<file path="config.mk">
export PLATFORM = sky130hd
export DESIGN_NAME = pci_rr_arbiter
export DESIGN_NICKNAME = d
export VERILOG_FILES = /design/src/rtl/pci_rr_arbiter.sv
export SDC_FILE = /design/constraint.sdc
export NUM_CORES = 1
export LEC_CHECK = 0
export ABC_AREA = 1
export CAP_MARGIN = 20
export CORE_MARGIN = 2
export CORE_UTILIZATION = 25
export DETAILED_ROUTE_END_ITERATION = 8
export SLEW_MARGIN = 5
export SYNTH_ARGS = -nofsm -noshare
export SYNTH_HDL_FRONTEND = slang
export SYNTH_SLANG_ARGS = --single-unit
export TNS_END_PERCENT = 5
</file>
<file path="constraint.sdc">
create_clock -name clk -period 1.5 [get_ports clk]
set_input_delay 0.3 -clock clk [delete_from_list [all_inputs] [get_ports clk]]
set_output_delay 0.3 -clock clk [all_outputs]
set_load 0.01 [all_outputs]
</file>
<file path="src/rtl/pci_rr_arbiter.sv">
// Round-robin central PCI bus arbiter with bus-idle-qualified hand-off, preemption and no-start timeout.
// Optional grant parking on PARK_MASTER is enabled by defining ARB_PARK_EN.
module pci_rr_arbiter #(
  parameter  int unsigned N_MASTERS   = 4,
  parameter  int unsigned TIMEOUT     = 16,
  parameter  int unsigned PARK_MASTER = 0,
  localparam int unsigned OWNER_W     = (N_MASTERS > 1) ? $clog2(N_MASTERS) : 1
) (
  input  logic                 clk,
  input  logic                 reset,
  input  logic [N_MASTERS-1:0] req,
  input  logic                 frame,
  input  logic                 irdy,
  output logic [N_MASTERS-1:0] gnt,
  output logic [OWNER_W-1:0]   owner,
  output logic                 owner_valid,
  output logic                 timeout
);

  localparam int unsigned CNT_W = $clog2(TIMEOUT);

  typedef logic [OWNER_W-1:0] owner_t;
  typedef logic [OWNER_W:0]   ext_t;
  typedef logic [CNT_W-1:0]   cnt_t;
  typedef enum logic [1:0] {IDLE, GRANTED, BUSY, PARKED} state_t;

`ifdef ARB_PARK_EN
  localparam owner_t PARK_IDX = owner_t'(PARK_MASTER);
`endif

  state_t               state, state_n;
  owner_t               ptr, ptr_n, owner_n, winner, owner_inc;
  cnt_t                 counter, counter_n;
  logic [N_MASTERS-1:0] gnt_n, others;
  logic                 owner_valid_n, timeout_n;
  logic                 any_req, other_req, bus_idle;
  ext_t                 sum;

  assign bus_idle  = frame & irdy;
  assign owner_inc = (owner == owner_t'(N_MASTERS - 1)) ? '0 : owner + 1'b1;

  // First low request found scanning ptr, ptr+1, ... with wrap-around.
  always_comb begin
    winner  = ptr;
    any_req = 1'b0;
    sum     = '0;
    for (int unsigned i = 0; i < N_MASTERS; i++) begin
      sum = ext_t'(ptr) + ext_t'(i);
      if (sum >= ext_t'(N_MASTERS)) sum = sum - ext_t'(N_MASTERS);
      if (!any_req && !req[owner_t'(sum)]) begin
        winner  = owner_t'(sum);
        any_req = 1'b1;
      end
    end
  end

  always_comb begin
    others        = ~req;
    others[owner] = 1'b0;
    other_req     = |others;
  end

  always_comb begin
    state_n       = state;
    gnt_n         = gnt;
    owner_n       = owner;
    owner_valid_n = owner_valid;
    timeout_n     = 1'b0;
    ptr_n         = ptr;
    counter_n     = counter;
    case (state)
      // Every entry into IDLE releases gnt, so this state is itself the gap cycle.
      IDLE: begin
        if (any_req) begin
          gnt_n         = '1;
          gnt_n[winner] = 1'b0;
          owner_n       = winner;
          owner_valid_n = 1'b1;
          counter_n     = '0;
          state_n       = GRANTED;
        end
`ifdef ARB_PARK_EN
        else begin
          gnt_n           = '1;
          gnt_n[PARK_IDX] = 1'b0;
          owner_n         = PARK_IDX;
          owner_valid_n   = 1'b1;
          state_n         = PARKED;
        end
`endif
      end
      GRANTED: begin
        if (!frame) begin
          state_n = BUSY;
          ptr_n   = owner_inc;
        end else if (req[owner]) begin
          gnt_n         = '1;
          owner_valid_n = 1'b0;
          state_n       = IDLE;
        end else if (counter == cnt_t'(TIMEOUT - 1)) begin
          gnt_n         = '1;
          owner_valid_n = 1'b0;
          timeout_n     = 1'b1;
          ptr_n         = owner_inc;
          state_n       = IDLE;
        end else begin
          counter_n = counter + 1'b1;
        end
      end
      // A preempted owner finishes its transaction without gnt; never re-granted here.
      BUSY: begin
        if (bus_idle) begin
          gnt_n         = '1;
          owner_valid_n = 1'b0;
          state_n       = IDLE;
        end else if (other_req) begin
          gnt_n         = '1;
          owner_valid_n = 1'b0;
        end
      end
      PARKED: begin
`ifdef ARB_PARK_EN
        if (!frame) begin
          state_n = BUSY;
          ptr_n   = owner_inc;
        end else if (other_req) begin
          gnt_n         = '1;
          owner_valid_n = 1'b0;
          state_n       = IDLE;
        end
`else
        gnt_n         = '1;
        owner_valid_n = 1'b0;
        state_n       = IDLE;
`endif
      end
      default: begin
        gnt_n         = '1;
        owner_valid_n = 1'b0;
        state_n       = IDLE;
      end
    endcase
  end

  always_ff @(posedge clk) begin
    if (reset) begin
      state       <= IDLE;
      gnt         <= '1;
      owner       <= '0;
      owner_valid <= 1'b0;
      timeout     <= 1'b0;
      ptr         <= '0;
      counter     <= '0;
    end else begin
      state       <= state_n;
      gnt         <= gnt_n;
      owner       <= owner_n;
      owner_valid <= owner_valid_n;
      timeout     <= timeout_n;
      ptr         <= ptr_n;
      counter     <= counter_n;
    end
  end

endmodule
</file>
After elaboration in Yosys (flattened, before gate mapping)
Cells that the tools add are included.
{"block": "op_classes", "bitwise": 7, "n_addsub": 9, "eq_ne": 15, "n_reduce_logical": 19, "muxes": 56, "magnitude_cmp": 12}
{"operator": "$mux W4", "n": 10}
{"operator": "$mux W2", "n": 17}
{"operator": "$lt A2 B3 Y1 const B", "n": 6}
{"operator": "$mux W1", "n": 18}
{"operator": "$pmux W4 S4", "n": 1}
{"operator": "$ne A2 B2 Y1 const B", "n": 6}
{"operator": "$not A4 Y4", "n": 3}
{"operator": "$bmux W1 S2", "n": 5}
{"operator": "$ge A3 B3 Y1 const B", "n": 3}
{"operator": "$pmux W2 S4", "n": 1}
{"operator": "$pmux W4 S2", "n": 1}
{"operator": "$reduce_or A4 Y1", "n": 2}
{"operator": "$sub A2 B1 Y2 const B", "n": 4}
{"operator": "$add A2 B2 Y3 const B", "n": 2}
{"operator": "$eq A2 B2 Y1 const B", "n": 3}
{"operator": "$ne A3 B3 Y1 const B", "n": 2}
{"operator": "$reduce_and A3 Y1", "n": 2}
{"operator": "$logic_and A1 B1 Y1", "n": 5}
{"operator": "$logic_not A1 Y1", "n": 5}
{"operator": "$reduce_and A5 Y1", "n": 1}
{"operator": "$add A4 B1 Y4 const B", "n": 1}
{"operator": "$and A4 B4 Y4", "n": 1}
{"operator": "$demux W1 S2", "n": 2}
{"operator": "$eq A4 B4 Y1 const B", "n": 1}
{"operator": "14 further kinds", "n": 16}
{"block": "totals", "out_inout_bits": 8, "in_bits": 8, "reg_bits": 16}

Longest topological paths before layout
{"block": "depth", "ltp_word": 21, "depth_mapped": 15, "depth_no_buf": 14}

Worst setup path before layout
Ideal clock, no wire load.
{"block": "synth_path", "path_kind": "flip-flop to flip-flop", "start": "register ptr[0]", "end": "register gnt[1]", "path_slack_ns": 0.053, "setup_time_ns": 0.114, "path_stages_with_launch": 15, "required_ns": 1.386, "arrival_time_ns": 1.333, "path_cell_list": "dfxtp_1 buf_6 nand2_2 nand2_2 nand2_2 nand2_4 nand2_1 nand2_1 nand2_1 nand2_2 nand2_2 nor2_2 nand2_1 nand2_1 nand2_1"}
{"block": "synth_via", "elab_chain_len": 21, "elab_cells_between_ends": 49, "cone_classes": "add/sub (7); order compare (6); eq/ne (1); mux (24); bitwise (1); reduce/logical (10)"}
{"item": "start: declaration", "line_no": "32", "rtl": "owner_t ptr, ptr_n, owner_n, winner, owner_inc;"}
{"item": "start signal: assignment", "line_no": "160", "rtl": "ptr <= ptr_n;"}
{"item": "$add A2 B1 Y3", "line_no": "48", "rtl": "sum = ext_t'(ptr) + ext_t'(i);"}
{"item": "$ge A3 B3 Y1 or $sub A2 B1 Y2 (tied branches)", "line_no": "49", "rtl": "if (sum >= ext_t'(N_MASTERS)) sum = sum - ext_t'(N_MASTERS);"}
{"item": "$mux W2", "line_no": "49"}
{"item": "$bmux W1 S2", "line_no": "50", "rtl": "if (!any_req && !req[owner_t'(sum)]) begin"}
{"item": "$mux W1 (implied by the code)", "line_no": "50"}
{"item": "$logic_not A1 Y1", "line_no": "50"}
{"item": "$logic_and A1 B1 Y1", "line_no": "50"}
{"item": "$mux W1", "line_no": "50"}
{"item": "(+5 left out)"}
{"item": "$mux W2", "line_no": "50"}
{"item": "$lt A2 B3 Y1 (implied by the code) or $ge A2 B1 Y1 (tied branches)", "line_no": "76", "rtl": "gnt_n[winner] = 1'b0;"}
{"item": "$logic_and A1 B1 Y1 (implied by the code)", "line_no": "76"}
{"item": "$mux W1 (implied by the code)", "line_no": "76"}
{"item": "$demux W1 S2", "line_no": "76"}
{"item": "$not A4 Y4 (no line)"}
{"item": "$mux W4", "line_no": "74", "rtl": "if (any_req) begin"}
{"item": "$pmux W4 S4", "line_no": "71", "rtl": "case (state)"}
{"item": "end signal: assignment", "line_no": "156", "rtl": "gnt <= gnt_n;"}
{"item": "end: declaration", "line_no": "14", "rtl": "output logic [N_MASTERS-1:0] gnt,"}
Parallel ways exist; a longest one is shown, timed or not. The select of a mux whose other input is x is not followed.
A chain may end at the register's enable or synchronous reset.

Worst setup path after layout
{"block": "layout_path", "start": "register ptr[0]", "end": "register gnt[3]"}
The elaborated chain is that of the path after synthesis.

==> flow_summary_export.csv <==
group,metric,value,unit
critical_path,cp-end-kind,"flop",
sta,finalSetupViolations,8,
sta,maxSlewViolCount,0,
placement,gp_congestion,0.814,
floorplan,core,4720,µm²
clock_network,cts_sinks,16,
floorplan,ios,16,
global_route,grt_overflow_total,0,
sta,period_needed,1570,ps
logic_synthesis,ys_types,28,
critical_path,regToRegSetupSlack,-70,ps
logic_synthesis,syn_area_per_cell,6.91,µm²
placement,post-place-ws,-544,ps
critical_path,path_cells,"buf_6 > nand2_4 > nand2_4 > nand2_4 > nand2_4 > nor2_8 > nand3_1 > nand2_2 > nand2_4 > nor2_2 > nand2_1 > nand2_1 > nand2_1",
logic_synthesis,synth_top_family_by_area,"simple AND/OR/NAND/NOR gates",
floorplan,initial_utilization,25.9,%
sta,fin_skew,1.83,ps
critical_path,cpMostUsedCell,"nand2_4",
layout,diodes,0,
layout,fillers,488,
power,pwr-share-comb,53.4,%
status,outcome,"finished, violations left",
logic_synthesis,syn_area,1220,µm²
power,swShare,40.4,%
job,maxCapViolCount,0,
sta,max_slew.worst_pin.slew,248,ps
critical_path,critPathLaunchType,"flop",
logic_synthesis,ys_seq_area_share,26.2,%
placement,dpl.hpwl,2290,µm
global_route,met3_usage,1.23,%
hold_path,whs_path_depth,1,
critical_path,cp_max_fo,7,
global_route,met1_usage,15.5,%
sta,setup_ws,-70.0,ps
global_route,grt_pass1_vias,1131,
global_route,use_met2,18.6,%
global_route,grt_max_degree,10,
floorplan,die-area,5460,µm²
logic_synthesis,synth-simple-area-share,47.7,%
critical_path,worstPathRequired,1640,ps
global_route,grt_pass1_wl,4870,µm
sta,maxSlewHeadroom,83.5,%
status,violations,"setup timing",
critical_path,rr_endpoint,"gnt[3]$_SDFFE_PP1P_",
route,wl,2970,µm
logic_synthesis,synthTopCellsByCount,"nand2_1 (61), dfxtp_1 (16), inv_1 (16), nand3_1 (12), a21oi_1 (10)",
layout,nets,232,
logic_synthesis,synth_xor_area_share,0,%
critical_path,cpMaxStageDelayCell,"dfxtp_4",
clock_network,cts_tree,"built",
route,remaining_drc_errors,0,
power,powerDensity,1050,nW/µm²
logic_synthesis,ys_ff_latch,16,
clock_network,h-tree-depth,1,
logic_synthesis,synth_compound_area_share,12.2,%
power,p_clk_share,16.8,%
route,vias,1214,
logic_synthesis,synth_edf_count,0,
route,vias_per_cell,4.27,
sta,rsz0062_at_grt,"yes",
sta,hold_viol,0,
logic_synthesis,synth_mux_area_share,0,%
critical_path,r2r_cells,13,
logic_synthesis,synth_fa_ha_area_share,5.12,%
global_route,antenna_found_initial,0,
critical_path,reg2reg_from,"ptr[0]$_SDFFE_PP0P_",
logic_synthesis,synth-async-reset-ratio,0,%
layout,drive_above_1_share,35.9,%
layout,final_cell_area,1770,µm²
floorplan,fp.dieH,73.9,µm
logic_synthesis,synth_top_cell_by_area,"dfxtp_1",
logic_synthesis,ys_warn_count,0,
hold_path,whs_endpoint,"counter[0]$_SDFFE_PP0P_",
logic_synthesis,synth_most_common_cell,"nand2_1",
sta,fmax,637,MHz
global_route,top_usage_layer,"met2",
critical_path,crit_type,"flop to flop",
floorplan,rows,25,
power,p_switching,754,µW
critical_path,slowest_delay,380,ps
route,ant_nets,0,
route,routedWlPerCell,10.5,µm
sta,period_share,105,%
placement,io_buffers,15,
sta,fin_setup_tns,-373,ps
critical_path,worstPathArrival,1710,ps
floorplan,die_w,73.9,µm
logic_synthesis,yosys.area.top_type_share,26.2,%
power,p_int,1110,µW
clock_network,cts.root.buffer_cell,"clkbuf_8",
logic_synthesis,synth_cells,177,
hold_path,worstHoldStart,"counter[0]$_SDFFE_PP0P_",
placement,placedInstanceArea,1600,µm²
route,first_pass_iters,4,
logic_synthesis,netlist_top_cells_area,"dfxtp_1 (26%), nand2_1 (19%), nand2_4 (5.5%)",
global_route,grt_usage,11.3,%
logic_synthesis,synth_fp_nets,190,
route,drtIter0Drc,39,
power,ir_worst_vdd,0.486,mV
power,seq_power_share,29.8,%
clock_network,path_clk_slew,60,ps
power,p_total,1870,µW
logic_synthesis,synthFlopType,"dfxtp_1",
layout,area_delta_synth_final,45.1,%
power,p_leak,0.000874,µW
clock_network,clock_latency,240,ps
hold_path,hold_path.class,"flop to flop",
clock_network,cts_made_buffers,3,
clock_network,max-clock-path-buffers,2,
[timing repair]
| item | 4_1_cts | 5_1_grt |
|---|---|---|
| gates resized for setup | 10 | 34 |
| gates cloned | 0 | 0 |
| setup endpoints to repair | 17 | 15 |
| endpoints found under the hold margin | 0 | 0 |
| buffers inserted | 0 | 2 |
| pin swaps | 2 | 19 |
| hold buffers | 0 | 0 |
[layout make-up]
class,count,area (µm²),area share (%)
timing repair buffer,40,349,19.7
multi-input combinational,138,880,49.6
clock buffer,3,41.3,2.33
tap,67,83.8,4.72
sequential,16,333,18.8
inverter,20,87.6,4.94
[metrics by stage]
step,hold slack [ps],utilization [%],cells
detailed placement,461,33.9,279
finish,468,37.6,284
CTS,472,34.8,282
global placement,460,33.9,279
floorplan,369,-,177
global route,486,37.6,284
[metal layers]
layer / wire length (µm) / up-vias
met4: 18 / 0
met2: 1470 / 7
met3: 35 / 2
li1: - / 659
met1: 1450 / 546
met5: 0 / -
[cells by family (layout without fill, tap and decap cells)]
family	count (synthesis)	in the layout
buffers and inverters	23	63
flip-flops	16	16
AND/OR/NAND/NOR	108	108
adder cells (fa/ha/maj)	5	5
AO/OA/AOI/OAI	25	25
[worst max-delay path: cells and delay by family (launching register included)]
| kind | cells | cell delay (ps) |
|---|---|---|
| flops | 1 | 380 |
| simple gates | 12 | 930 |
| buf+inv | 1 | 140 |
[sequential cells by signal (all words and copies together), names as in the netlist]
register     flops
owner            2
state            2
gnt              4
owner_valid      1
timeout          1
counter          4
ptr              2
[power groups by stage]
stage                     Sequential (µW)  Combinational, µW  Clock, µW
after floorplan                       555                567          0
after global routing                  567               1100        356
final                                 556                998        313
after global placement                553                885          0
after detailed placement              554                895          0
after CTS                             550                894        333
[cell usage in the layout, fill, tap and decap left out, drive strengths merged]
cell and n:
buf 25, dlymetal6s2s 1, clkbuf 3, dfxtp 16, o22a 1, nand3 17, inv 20, nand4 6
nor2 7, dlygate4sd2 5, o21ai 9, o211a 1, ha 5, a21oi 11, nor3 2, o22ai 3
nand2 76, clkdlybuf4s50 9
[worst max-delay path by stage]
stage                   startpoint             endpoint  slack [ps]  cells past startpoint
3_5_place_dp                req[1]  gnt[0]$_SDFFE_PP1P_        -540                     12
6_report       ptr[0]$_SDFFE_PP0P_  gnt[3]$_SDFFE_PP1P_         -70                     13
2_1_floorplan  ptr[0]$_SDFFE_PP0P_  gnt[1]$_SDFFE_PP1P_          50                     14
3_3_place_gp                req[1]  gnt[0]$_SDFFE_PP1P_        -510                     12
5_1_grt        ptr[0]$_SDFFE_PP0P_  gnt[0]$_SDFFE_PP1P_        -190                     13
4_1_cts        ptr[0]$_SDFFE_PP0P_  gnt[0]$_SDFFE_PP1P_         -90                     14
(Power assumes the default switching activity.)
